$ cat config.mk
export PLATFORM = sky130hd
export DESIGN_NAME = ms_array_ctrl
export DESIGN_NICKNAME = d
export VERILOG_FILES = /design/src/rtl/sigma_ctrl_pkg.sv /design/src/rtl/ms_drain_timer.sv /design/src/rtl/ms_array_ctrl.sv
export SDC_FILE = /design/constraint.sdc
export NUM_CORES = 1
export LEC_CHECK = 0
export ABC_AREA = 1
export CAP_MARGIN = 20
export CORE_ASPECT_RATIO = 0.7
export CORE_UTILIZATION = 35
export DETAILED_ROUTE_END_ITERATION = 8
export REMOVE_ABC_BUFFERS = 1
export SLEW_MARGIN = 20
export SYNTH_ARGS = -nofsm -noshare
export SYNTH_HDL_FRONTEND = slang
export SYNTH_SLANG_ARGS = --single-unit
$ cat constraint.sdc
create_clock -name CLK -period 2.7 [get_ports CLK]
set_clock_uncertainty 0.2 [all_clocks]
set_input_delay 0.27 -clock CLK [delete_from_list [all_inputs] [get_ports CLK]]
set_output_delay 0.27 -clock CLK [all_outputs]
set_load 0.01 [all_outputs]
$ cat src/rtl/sigma_ctrl_pkg.sv
// sigma_ctrl_pkg: shared state encoding and constants for the multiplier-switch sequencer.
package sigma_ctrl_pkg;
   typedef enum logic [2:0] {MS_IDLE, MS_LOAD, MS_STREAM, MS_DRAIN, MS_DONE} ms_state_e;
   // Extra drain cycle covering the valid register inside each switch.
   localparam int MS_DRAIN_EXTRA = 1;
endpackage

$ cat src/rtl/ms_drain_timer.sv
// ms_drain_timer: loadable down-counter; expire_o pulses in the len_i-th cycle after load.
module ms_drain_timer #(
   parameter int W = 3
) (
   input  logic         CLK,
   input  logic         rst,
   input  logic         load_i,
   input  logic [W-1:0] len_i,
   output logic         expire_o
);
   logic [W-1:0] cnt_q, cnt_d;
   always_comb cnt_d = load_i ? len_i : (cnt_q != '0 ? cnt_q - W'(1) : cnt_q);
   always_ff @(posedge CLK or posedge rst)
      if (rst) cnt_q <= '0;
      else     cnt_q <= cnt_d;
   assign expire_o = cnt_q == W'(1);
endmodule

$ cat src/rtl/ms_array_ctrl.sv
// ms_array_ctrl: loads stationary operands, streams broadcasts, drains the multiplier pipeline.
// Optional stall counter output enabled by MS_ARRAY_CTRL_PERF_CNT_EN.
module ms_array_ctrl
   import sigma_ctrl_pkg::*;
#(
   parameter int NUM_MS   = 8,
   parameter int DATA_W   = 16,
   parameter int MULT_LAT = 3,
   parameter int CNT_W    = 16
) (
   input  logic              CLK,
   input  logic              rst,
   input  logic              i_start,
   input  logic [CNT_W-1:0]  i_num_stream,
   input  logic              i_data_valid,
   input  logic [DATA_W-1:0] i_data,
   output logic              o_data_ready,
   output logic [NUM_MS-1:0] o_ms_valid,
   output logic [NUM_MS-1:0] o_ms_stationary,
   output logic [DATA_W-1:0] o_ms_data,
   output logic              o_busy,
   output logic              o_done
`ifdef MS_ARRAY_CTRL_PERF_CNT_EN
   ,
   output logic [CNT_W-1:0]  o_stall_cnt
`endif
);
   localparam int IW = NUM_MS > 1 ? $clog2(NUM_MS) : 1;
   localparam int DRAIN_LEN = MULT_LAT + MS_DRAIN_EXTRA;
   localparam int TW = $clog2(DRAIN_LEN + 1);
   ms_state_e state_q, state_d;
   logic [CNT_W-1:0]  num_q, num_d, beat_q, beat_d, beat_inc;
   logic [IW-1:0]     idx_q, idx_d;
   logic [NUM_MS-1:0] vld_q, vld_d, stat_q, stat_d, onehot;
   logic [DATA_W-1:0] dat_q, dat_d;
   logic acc, load_last, stream_last, drain_load, drain_exp;
   assign o_data_ready = state_q == MS_LOAD || state_q == MS_STREAM;
   assign o_busy       = state_q != MS_IDLE;
   assign o_done       = state_q == MS_DONE;
   assign acc          = i_data_valid & o_data_ready;
   assign load_last    = idx_q == IW'(NUM_MS - 1);
   assign beat_inc     = beat_q + CNT_W'(1);
   assign stream_last  = beat_inc == num_q;
   assign onehot       = NUM_MS'(1) << idx_q;
   assign drain_load   = state_q == MS_STREAM && acc && stream_last;
   always_comb begin
      state_d = state_q;
      num_d   = num_q;
      beat_d  = beat_q;
      idx_d   = idx_q;
      vld_d   = '0;
      stat_d  = '0;
      dat_d   = dat_q;
      unique case (state_q)
         MS_IDLE: if (i_start) begin
            state_d = MS_LOAD;
            num_d   = i_num_stream;
            beat_d  = '0;
            idx_d   = '0;
         end
         MS_LOAD: if (acc) begin
            vld_d  = onehot;
            stat_d = onehot;
            dat_d  = i_data;
            idx_d  = idx_q + IW'(1);
            if (load_last) state_d = num_q != '0 ? MS_STREAM : MS_DONE;
         end
         MS_STREAM: if (acc) begin
            vld_d  = '1;
            dat_d  = i_data;
            beat_d = beat_inc;
            if (stream_last) state_d = MS_DRAIN;
         end
         MS_DRAIN: if (drain_exp) state_d = MS_DONE;
         MS_DONE:  state_d = MS_IDLE;
         default:  state_d = MS_IDLE;
      endcase
   end
   always_ff @(posedge CLK or posedge rst)
      if (rst) begin
         state_q <= MS_IDLE;
         num_q   <= '0;
         beat_q  <= '0;
         idx_q   <= '0;
         vld_q   <= '0;
         stat_q  <= '0;
         dat_q   <= '0;
      end else begin
         state_q <= state_d;
         num_q   <= num_d;
         beat_q  <= beat_d;
         idx_q   <= idx_d;
         vld_q   <= vld_d;
         stat_q  <= stat_d;
         dat_q   <= dat_d;
      end
   assign o_ms_valid      = vld_q;
   assign o_ms_stationary = stat_q;
   assign o_ms_data       = dat_q;
   ms_drain_timer #(.W(TW)) u_drain (
      .CLK      (CLK),
      .rst      (rst),
      .load_i   (drain_load),
      .len_i    (TW'(DRAIN_LEN)),
      .expire_o (drain_exp)
   );
`ifdef MS_ARRAY_CTRL_PERF_CNT_EN
   logic [CNT_W-1:0] stall_q, stall_d;
   always_comb stall_d = (state_q == MS_IDLE && i_start) ? '0 :
                         (o_data_ready && !i_data_valid && stall_q != '1) ? stall_q + CNT_W'(1) : stall_q;
   always_ff @(posedge CLK or posedge rst)
      if (rst) stall_q <= '0;
      else     stall_q <= stall_d;
   assign o_stall_cnt = stall_q;
`endif
endmodule

==> results of run 1 <==
[final timing paths]
check,cells past startpoint,start,end,slack [ps]
min,2,rst,num_q[1]$_DFFE_PP0P_,110
max,7,state_q[0]$_DFFE_PP0P_,o_data_ready,270
max reg2reg,10,state_q[0]$_DFFE_PP0P_,o_ms_valid[6]$_DFF_PP0_,350
min reg2reg,2,o_ms_data[3]$_DFFE_PP0P_,o_ms_data[3]$_DFFE_PP0P_,290
max in group asynchronous,3,rst,num_q[14]$_DFFE_PP0P_,1640
min in group CLK,3,i_data[5],o_ms_data[5]$_DFFE_PP0P_,270
[critical path: cells and delay by family (launching register included)]
| family | cells | cell delay, ps |
|---|---|---|
| DFF | 1 | 370 |
| buffers and inverters | 4 | 790 |
| and+or+nand+nor | 3 | 470 |
[cell usage after synthesis, types with 2 or more instances]
cell type	count
clkbuf_1	6
nor2_4	4
buf_2	2
dfrtp_1	73
a21oi_1	3
nand2_4	2
nor2_2	7
inv_2	3
nand2_2	6
ha_1	10
inv_1	62
or2_2	2
nand2_1	164
o21ai_0	36
nand4_1	9
nor2_1	32
nand3_1	53
xor2_1	2
o22ai_1	7
[kinds of logic (layout without fill, tap and decap cells)]
kind of cell               Yosys count  count (layout)
AOI/OAI and AO/OA                   50              50
xor gates and xnor gates             3               3
adders and majority gates           10              10
buffers and inverters               73             155
DFF                                 73              73
muxes                                1               1
and+or+nand+nor                    283             283
[power groups by stage]
stage                     clock network (mW)  registers [mW]  logic (mW)
final                                   1.13            1.66        1.88
after global routing                    1.20            1.70        2.11
after CTS                               1.15            1.66        1.89
after detailed placement                   0            1.66        1.88
after global placement                     0            1.66        1.85
after floorplan                            0            1.68        1.05
[per-layer routing]
layer  up-vias  track usage [%]  part of all wire [%]
met4         0             5.52                  0.80
met3        10             6.10                   9.2
met2       127             28.6                    40
li1       1720                -                     -
met1      1604             27.0                    50
met5         -                0                     0
[placed cells by master (no fill, tap or decap), types with 3 or more instances in the layout]
master | netlist | layout
inv_2 | 3 | 4
a21oi_1 | 3 | 3
dfrtp_1 | 73 | 73
clkbuf_16 | 0 | 9
nand2_1 | 164 | 164
nand4_1 | 9 | 9
o22ai_1 | 7 | 7
clkdlybuf4s50_1 | 0 | 70
nand2_2 | 6 | 6
inv_1 | 62 | 61
o21ai_0 | 36 | 36
ha_1 | 10 | 10
nor2_2 | 7 | 8
nor2_1 | 32 | 31
nand3_1 | 53 | 53
nor2_4 | 4 | 4
[state kept, by name (all words and copies together), names as in the netlist]
signal	cells
o_ms_data	16
o_ms_stationary	8
o_ms_valid	8
u_drain.cnt_q	3
idx_q	3
num_q	16
beat_q	16
state_q	3
[final cells by class]
cell class                 count  area (um2)  area share, %
clock buffer                  10         239           4.80
multi-input combinational    347        1710           34.3
timing repair buffer          74         756           15.2
inverter                      65         244           4.90
clock inverter                 6        42.5          0.854
tap                          132         165           3.32
sequential                    73        1830           36.7
==> summary.md, run 1 <==
| Metric | Value |
|---|---|
| Outcome | complete, no violations |
| Placed cell area | 4700 um2 |
| Largest area contributor in the netlist | dfrtp_1 |
| Cts repair resizes | 0 |
| Total CTS buffers | 9 |
| Compound-cell area share of the yosys netlist | 7.20% |
| Cells after synthesis | 493 |
| Initial antenna violation count | 0 |
| Post-CTS setup buffers | 0 |
| Fmax | 412 MHz |
| Die H | 89.3 um |
| Fin crit period | 2430 ps |
| Share of layout cells above drive strength 1 | 8.70% |
| Req. time, crit path | 2230 ps |
| Power Total | 4.67 mW |
| Post-DP HPWL | 7380 um |
| Flop pwr share | 35.6% |
| PwrDens | 937 nW/um2 |
| Post-synth EDFFs | 0 |
| Final hold slack | 113 ps |
| CP max FO | 7 |
| Maxcap violations | 0 |
| DRT iter0 DRCs | 268 |
| Vias | 3461 |
| Initial core utilization | 36.4% |
| Core area | 10500 um2 |
| Synth Flop Type | dfrtp_1 |
| DR WL/cell | 14.1 um |
| Synth top area share | 48.0% |
| Routed Antenna Nets | 0 |
| Synth Area in Adders | 3.29% |
| Worst slack, placed | 378 ps |
| Netlist cell types | 29 |
| Synth async-reset ratio | 100% |
| PortBufs | 70 |
| Share of power burned in combinational logic | 40.3% |
| Num rows | 31 |
| Syn Area/Cell | 7.72 um2 |
| Largest cells by area after synthesis | dfrtp_1 48%, nand2_1 16%, nand3_1 7.0% |
| Main combinational cell family by area after synthesis | simple AND/OR/NAND/NOR gates |
| Die X | 127 um |
| Global route overflow | 0 |
| Nets | 616 |
| Worst rel slew slack | 60.9% |
| Max-slew violations | 0 |
| CTS Buffer Depth | 2 |
| Slowest CP cell | clkdlybuf4s50_1 |
| Final worst setup slack | 272 ps |
| P_leak | 2.37 nW |
| Simple-Gate Fraction of Synth Area | 32.9% |
| H-tree Lvls | 3 |
| Worst Setup Start Kind | register |
| IO Count | 71 |
| Antenna fix cells | 0 |
| Mux cell area share after synthesis | 0.296% |
| Fillers | 1025 |
| Int Pwr | 2.86 mW |
| Post-route design area | 4980 um2 |
| Final hold violation count | 0 |
| Vias in the first global route | 3420 |
| Clock root buffer | clkbuf_16 |
| Hold WC Path Type | in2async |
| Synthesized area | 3810 um2 |
| Fin Setup TNS | 0 ps |
| Dpl cells | 691 |
| Remaining DRCs | 0 |
| 1st-pass router iterations | 5 |
| Largest net degree at the start of global routing | 32 |
| Total track usage | 19.2% |
| First-pass GRT wire length | 16500 um |
| Layout Cells excl Fill | 707 |
| Setup-failing EPs final | 0 |
| Final period utilization | 89.9% |
| Via density | 4.90 |
| Type of the worst setup path | reg2out |
| Area grow syn2layout | 30.8% |
| Clk sink count | 73 |
| CP cell instances | inv_1 -> nor2_2 -> inv_1 -> nor2_2 -> inv_2 -> nand2_4 -> clkdlybuf4s50_1 |
| Routed WL | 9990 um |
| Arr. time, crit path | 1960 ps |
| Post-Synth XOR/XNOR Area | 1.05% |
| Clk Latency, worst-skew pair | 340 ps |
| Flip-flop and latch count after synthesis | 73 |
| Placer congestion estimate | 0.855 |
| Die area | 11300 um2 |
| Critical path endpoint category | primary output |
| Unrepaired setup endpoints after global routing | false |
| Peak supply drop | 542 uV |
| Post-synthesis sequential area ratio | 48.0% |
| Measured slew at the worst slew-check pin | 586 ps |
| Layout Utilization | 47.6% |
| CP max stage delay | 530 ps |
| Psw | 1.81 mW |
| Hold_buf cts | 0 |
| Sw frac | 38.7% |
| CTS tree | built |
| Clock share of power | 24.1% |
| Yosys warns | 0 |
| Worst-path clk slew | 60 ps |
Note: power is estimated with default switching activity, not from simulation.
==> run 2: changes to the inputs <==
--- a/config.mk
+++ b/config.mk
@@ -8,6 +8,7 @@
 export ABC_AREA = 1
 export CAP_MARGIN = 20
 export CORE_ASPECT_RATIO = 0.7
+export CORE_MARGIN = 2
 export CORE_UTILIZATION = 35
 export DETAILED_ROUTE_END_ITERATION = 8
 export REMOVE_ABC_BUFFERS = 1
==> run 2 against run 1 <==
Against the previous run:
- sequential cell count unchanged
- fmax increased by 0.49%
- power increased by 3.5%
- combinational power about the same
- critical path depth unchanged
- cell area increased by 0.75%
- cell count unchanged
- non-clock buffer count unchanged
- sequential share of layout area decreased by 0.27 points
- via count decreased by 0.40%
- global-route usage decreased by 1.3 points
- sequential power about the same
==> summary.md, run 2 (same netlist as run 1, synthesis figures left out) <==
| Metric | Value |
|---|---|
| Outcome | complete, no violations |
| Hold_buf cts | 0 (unchanged) |
| Remaining DRCs | 0 (unchanged) |
| Routed WL | 10100 um (+1.0%) |
| CTS Buffer Depth | 2 (unchanged) |
| Global route overflow | 0 (unchanged) |
| Total track usage | 17.9% (-1.3 points) |
| Arr. time, crit path | 1950 ps (about the same) |
| Post-DP HPWL | 7550 um (+2.3%) |
| Post-CTS setup buffers | 0 (unchanged) |
| Clk sink count | 73 (unchanged) |
| Unrepaired setup endpoints after global routing | false |
| First-pass GRT wire length | 16400 um (-0.42%) |
| Initial antenna violation count | 0 (unchanged) |
| Maxcap violations | 0 (unchanged) |
| Total CTS buffers | 9 (unchanged) |
| Most common cell after layout, fill and taps aside | nand2_1 |
| Vias in the first global route | 3272 (-4.3%) |
| Nets | 616 (unchanged) |
| Area grow syn2layout | 31.8% |
| Critical path endpoint category | primary output |
| Worst rel slew slack | 61.9% (+1.0 points) |
| DR WL/cell | 14.3 um (+1.0%) |
| Worst-path clk slew | 60 ps (about the same) |
| Hold WC Path Type | in2async |
| PwrDens | 963 nW/um2 (+2.7%) |
| Num rows | 31 (unchanged) |
| Fin Setup TNS | 0 ps (unchanged) |
| Final hold violation count | 0 (unchanged) |
| PortBufs | 70 (unchanged) |
| Type of the worst setup path | reg2out |
| Req. time, crit path | 2230 ps (about the same) |
| Routed Antenna Nets | 0 (unchanged) |
| Initial core utilization | 36.4% (unchanged) |
| Clk Latency, worst-skew pair | 340 ps (about the same) |
| 1st-pass router iterations | 5 (unchanged) |
| Fmax | 414 MHz (+0.49%) |
| H-tree Lvls | 3 (unchanged) |
| Vias | 3447 (-0.40%) |
| Cts repair resizes | 0 (unchanged) |
| Share of layout cells above drive strength 1 | 8.52% (-0.17 points) |
| Max-slew violations | 0 (unchanged) |
| Clock root buffer | clkbuf_16 |
| Antenna fix cells | 0 (unchanged) |
| P_leak | 2.39 nW (+0.77%) |
| Leading cell types in the layout, fill and taps excluded | 164 x nand2_1, 73 x dfrtp_1, 70 x clkdlybuf4s50_1 |
| Fin crit period | 2420 ps (-11.9 ps) |
| Post-route design area | 5020 um2 (+0.75%) |
| Placer congestion estimate | 0.906 (+6.0%) |
| Die area | 11700 um2 (+3.9%) |
| Placed cell area | 4700 um2 (unchanged) |
| Die H | 91.3 um (+2.2%) |
| IO Count | 71 (unchanged) |
| Die X | 129 um (+1.6%) |
| Core area | 10500 um2 (unchanged) |
| Final period utilization | 89.5% (-0.44 points) |
| Via density | 4.88 (-0.40%) |
| CTS tree | built |
| Setup-failing EPs final | 0 (unchanged) |
| Peak supply drop | 548 uV (+1.0%) |
| DRT iter0 DRCs | 321 (+20%) |
| CP max FO | 7 (unchanged) |
| Worst Setup Start Kind | register |
| Measured slew at the worst slew-check pin | 571 ps (-15.1 ps) |
| Largest net degree at the start of global routing | 34 (+6.3%) |
run 2: changes by cell type in the layout (fill, tap and decap cells not counted):
| cell | previous run | this run |
|---|---|---|
| clkbuf_8 | 1 | 0 |
| clkinv_2 | 2 | 1 |
| bufinv_16 | 0 | 2 |
| clkbuf_1 | 0 | 1 |
| clkinvlp_4 | 2 | 1 |
run 2: power breakdown:
group | internal (mW) | switching (mW) | total, mW
registers | 1.43 | 0.227 | 1.66
clock network | 0.812 | 0.479 | 1.29
logic | 0.781 | 1.10 | 1.88
run 2: worst paths after layout:
path	from	endpoint	slack (ps)	cells after the start
max	state_q[0]$_DFFE_PP0P_	o_data_ready	280	7
min	rst	num_q[1]$_DFFE_PP0P_	80	2
max reg2reg	state_q[0]$_DFFE_PP0P_	o_ms_valid[0]$_DFF_PP0_	340	10
min reg2reg	o_ms_data[4]$_DFFE_PP0P_	o_ms_data[4]$_DFFE_PP0P_	290	2
max in group asynchronous	rst	idx_q[0]$_DFFE_PP0P_	1680	3
min in group CLK	i_data[4]	o_ms_data[4]$_DFFE_PP0P_	260	3
run 2: metrics by stage:
step	instances	setup slack, ps	hold WS (ps)	util, %	total power, mW
2_1_floorplan	485	189	180	-	2.73
3_3_place_gp	691	394	261	44.9	3.52
3_5_place_dp	691	392	268	44.9	3.54
4_1_cts	707	279	84.0	47.9	4.86
5_1_grt	707	146	116	47.9	5.15
6_report	707	284	77.4	47.9	4.83
run 2: layout make-up:
| type | count | area (um2) |
|---|---|---|
| inverters | 65 | 244 |
| repair buffers | 74 | 756 |
| clock inverters | 6 | 90.1 |
| fillers | 1028 | 5460 |
| multi-input cells | 347 | 1710 |
| flip-flops and latches | 73 | 1830 |
| well taps | 132 | 165 |
| clock buffers | 10 | 229 |
run 2: critical path: stages, from the launching register on:
cell	delay, ps
dfrtp_1	380
inv_1	70
nor2_2	130
inv_1	70
nor2_2	220
inv_2	120
nand2_4	80
clkdlybuf4s50_1	530
run 2: routing by layer:
layer	wire (um)	GRT usage (%)	up-vias
met5	0	0	-
met4	49	3.71	0
met3	875	5.72	7
met2	4070	24.7	111
met1	5100	27.3	1612
li1	-	-	1717
==> run 3: changes to the inputs <==
--- a/config.mk
+++ b/config.mk
@@ -11,7 +11,9 @@
 export CORE_MARGIN = 2
 export CORE_UTILIZATION = 35
 export DETAILED_ROUTE_END_ITERATION = 8
+export GPL_TIMING_DRIVEN = 0
 export REMOVE_ABC_BUFFERS = 1
+export SETUP_SLACK_MARGIN = 0.05
 export SLEW_MARGIN = 20
 export SYNTH_ARGS = -nofsm -noshare
 export SYNTH_HDL_FRONTEND = slang
==> run 3 against run 2 <==
Against the previous run:
- wire length rose by 0.74%
- non-clock buffer count fell by 3
- critical endpoint is now o_ms_valid[1]$_DFF_PP0_
- first-iteration DRC count fell by 27%
- largest cell class unchanged
- register-to-register slack got worse by 60 ps
- sequential cell count did not move
- die area did not move
- combinational power barely moved
- clock-buffer cell count rose by 3
- fmax fell by 0.19%
- hold slack improved by 13 ps
==> summary.md, run 3 (same netlist as run 1, synthesis figures left out) <==
| Metric | Value |
|---|---|
| Fin Setup TNS | 0 ps (unchanged) |
| Global route overflow | 0 (unchanged) |
| Total track usage | 18.5% (+0.52 points) |
| PortBufs | 70 (unchanged) |
| Num rows | 31 (unchanged) |
| Unrepaired setup endpoints after global routing | true |
| Req. time, crit path | 2740 ps (+510 ps) |
| Peak supply drop | 450 uV (-18%) |
| Final worst setup slack | 279 ps (-4.55 ps) |
| Routed Antenna Nets | 0 (unchanged) |
| Clk Latency, worst-skew pair | 340 ps (about the same) |
| Vias in the first global route | 3350 (+2.4%) |
| Antenna fix cells | 0 (unchanged) |
| Core area | 10500 um2 (unchanged) |
| IO Count | 71 (unchanged) |
| CP max stage delay | 370 ps (-160 ps) |
| Type of the worst setup path | reg2reg |
| Outcome | complete, no violations |
| Area grow syn2layout | 31.0% |
| Top delay family on crit path | simple AND/OR/NAND/NOR gates |
| 1st-pass router iterations | 4 (-1) |
| Final hold violation count | 0 (unchanged) |
| Largest net degree at the start of global routing | 42 (+24%) |
| Clock root buffer | clkbuf_16 |
| PwrDens | 946 nW/um2 (-1.8%) |
| Measured slew at the worst slew-check pin | 749 ps (+178 ps) |
| CTS tree | built |
| DRT iter0 DRCs | 233 (-27%) |
| Buf/Inv on CP | 4 (unchanged) |
| CP max FO | 18 (+11) |
| Worst slack, placed | -358 ps (-750 ps) |
| Slowest CP cell | dfrtp_1 |
| Critical path endpoint category | register |
| Fin crit period | 2420 ps (+4.55 ps) |
| CTS Buffer Depth | 2 (unchanged) |
| Vias | 3422 (-0.73%) |
| Post-CTS setup buffers | 0 (unchanged) |
| Initial antenna violation count | 0 (unchanged) |
| Arr. time, crit path | 2460 ps (+510 ps) |
| Routed WL | 10200 um (+0.74%) |
| Start point of the critical path | state_q[0]$_DFFE_PP0P_ |
| Via density | 4.85 (-0.44%) |
| Die H | 91.3 um (unchanged) |
| Total CTS buffers | 9 (unchanged) |
| Final period utilization | 89.7% (+0.17 points) |
| Remaining DRCs | 0 (unchanged) |
| P_leak | 2.36 nW (-1.3%) |
| Max-slew violations | 0 (unchanged) |
| Worst Setup Start Kind | register |
| Worst rel slew slack | 50.0% (-12 points) |
| Setup-failing EPs final | 0 (unchanged) |
| Hold WC Path Type | in2async |
| CP cell instances | inv_1 -> nor2_2 -> inv_1 -> nor2_2 -> inv_2 -> nand2_4 -> nand2_2 -> inv_2 -> nand2_1 -> o21ai_0 |
| H-tree Lvls | 3 (unchanged) |
| First-pass GRT wire length | 16900 um (+2.7%) |
| RR Startpoint | state_q[0]$_DFFE_PP0P_ |
| DR WL/cell | 14.4 um (+1.0%) |
| Placer congestion estimate | 0.876 (-3.4%) |
| Initial core utilization | 36.4% (unchanged) |
| Most common cell after layout, fill and taps aside | nand2_1 |
| Fmax | 413 MHz (-0.19%) |
| Clk sink count | 73 (unchanged) |
| Worst-path clk slew | 60 ps (about the same) |
| Die X | 129 um (unchanged) |
| Nets | 614 (-0.32%) |
| Share of layout cells above drive strength 1 | 8.73% (+0.20 points) |
| Hold_buf cts | 0 (unchanged) |
| Maxcap violations | 0 (unchanged) |
| Post-DP HPWL | 7230 um (-4.3%) |
| Die area | 11700 um2 (unchanged) |
| Leading cell types in the layout, fill and taps excluded | 164 x nand2_1, 72 x dfrtp_1, 70 x clkdlybuf4s50_1 |
-- run 3: area by class of cell --
class / count / area [um2]
Fill cell: 1017 / 5480
Sequential cell: 73 / 1830
Multi-Input combinational cell: 348 / 1730
Timing Repair Buffer: 71 / 721
Clock buffer: 13 / 280
Inverter: 65 / 246
Tap cell: 132 / 165
Clock inverter: 3 / 22.5
-- run 3: repair_timing --
action                     4_1_cts  5_1_grt
gates resized for setup          1        2
gates cloned                     0        1
pin swaps                        0        2
setup endpoints to repair       23       16
-- run 3: final timing paths --
kind                                           endpoint  slack (ps)  depth (start not counted)
min                           o_ms_data[13]$_DFFE_PP0P_          90                          2
min in group CLK              o_ms_data[13]$_DFFE_PP0P_         260                          3
max                             o_ms_valid[1]$_DFF_PP0_         280                         10
min reg2reg                    o_ms_data[5]$_DFFE_PP0P_         270                          2
max reg2reg                     o_ms_valid[1]$_DFF_PP0_         280                         10
max in group asynchronous  u_drain.cnt_q[1]$_DFFE_PP0P_        1620                          3
-- run 3: power by group --
part | switching (mW) | total, mW | internal (mW) | leakage (nW)
logic | 1.12 | 1.89 | 0.772 | 1.27
registers | 0.207 | 1.64 | 1.43 | 0.951
clock network | 0.464 | 1.19 | 0.722 | 0.140
-- run 3: worst register-to-register path, delay by kind of cell, from the launching register on --
family	cells	cell delay, ps
buf+inv	4	600
flops	1	370
simple gates	5	920
compound gates	1	240
-- run 3: through the flow --
stage | instances | total power, mW | utilization (%) | hold slack [ps] | cell area, um2
finish | 705 | 4.72 | 47.6 | 90.2 | 4990
global route | 705 | 5.12 | 47.6 | 142 | 4990
CTS | 704 | 4.73 | 47.5 | 105 | 4980
detailed placement | 688 | 3.51 | 44.6 | 265 | 4670
global placement | 687 | 3.47 | 44.3 | 261 | 4640
floorplan | 485 | 2.73 | - | 180 | 3770
-- run 3: layer usage --
metal	up-vias	track usage [%]	share of wire, %
li1	1723	-	-
met4	0	4.44	1.2
met5	-	0	0
met2	113	26.0	41
met3	14	6.07	8.7
met1	1572	27.2	49
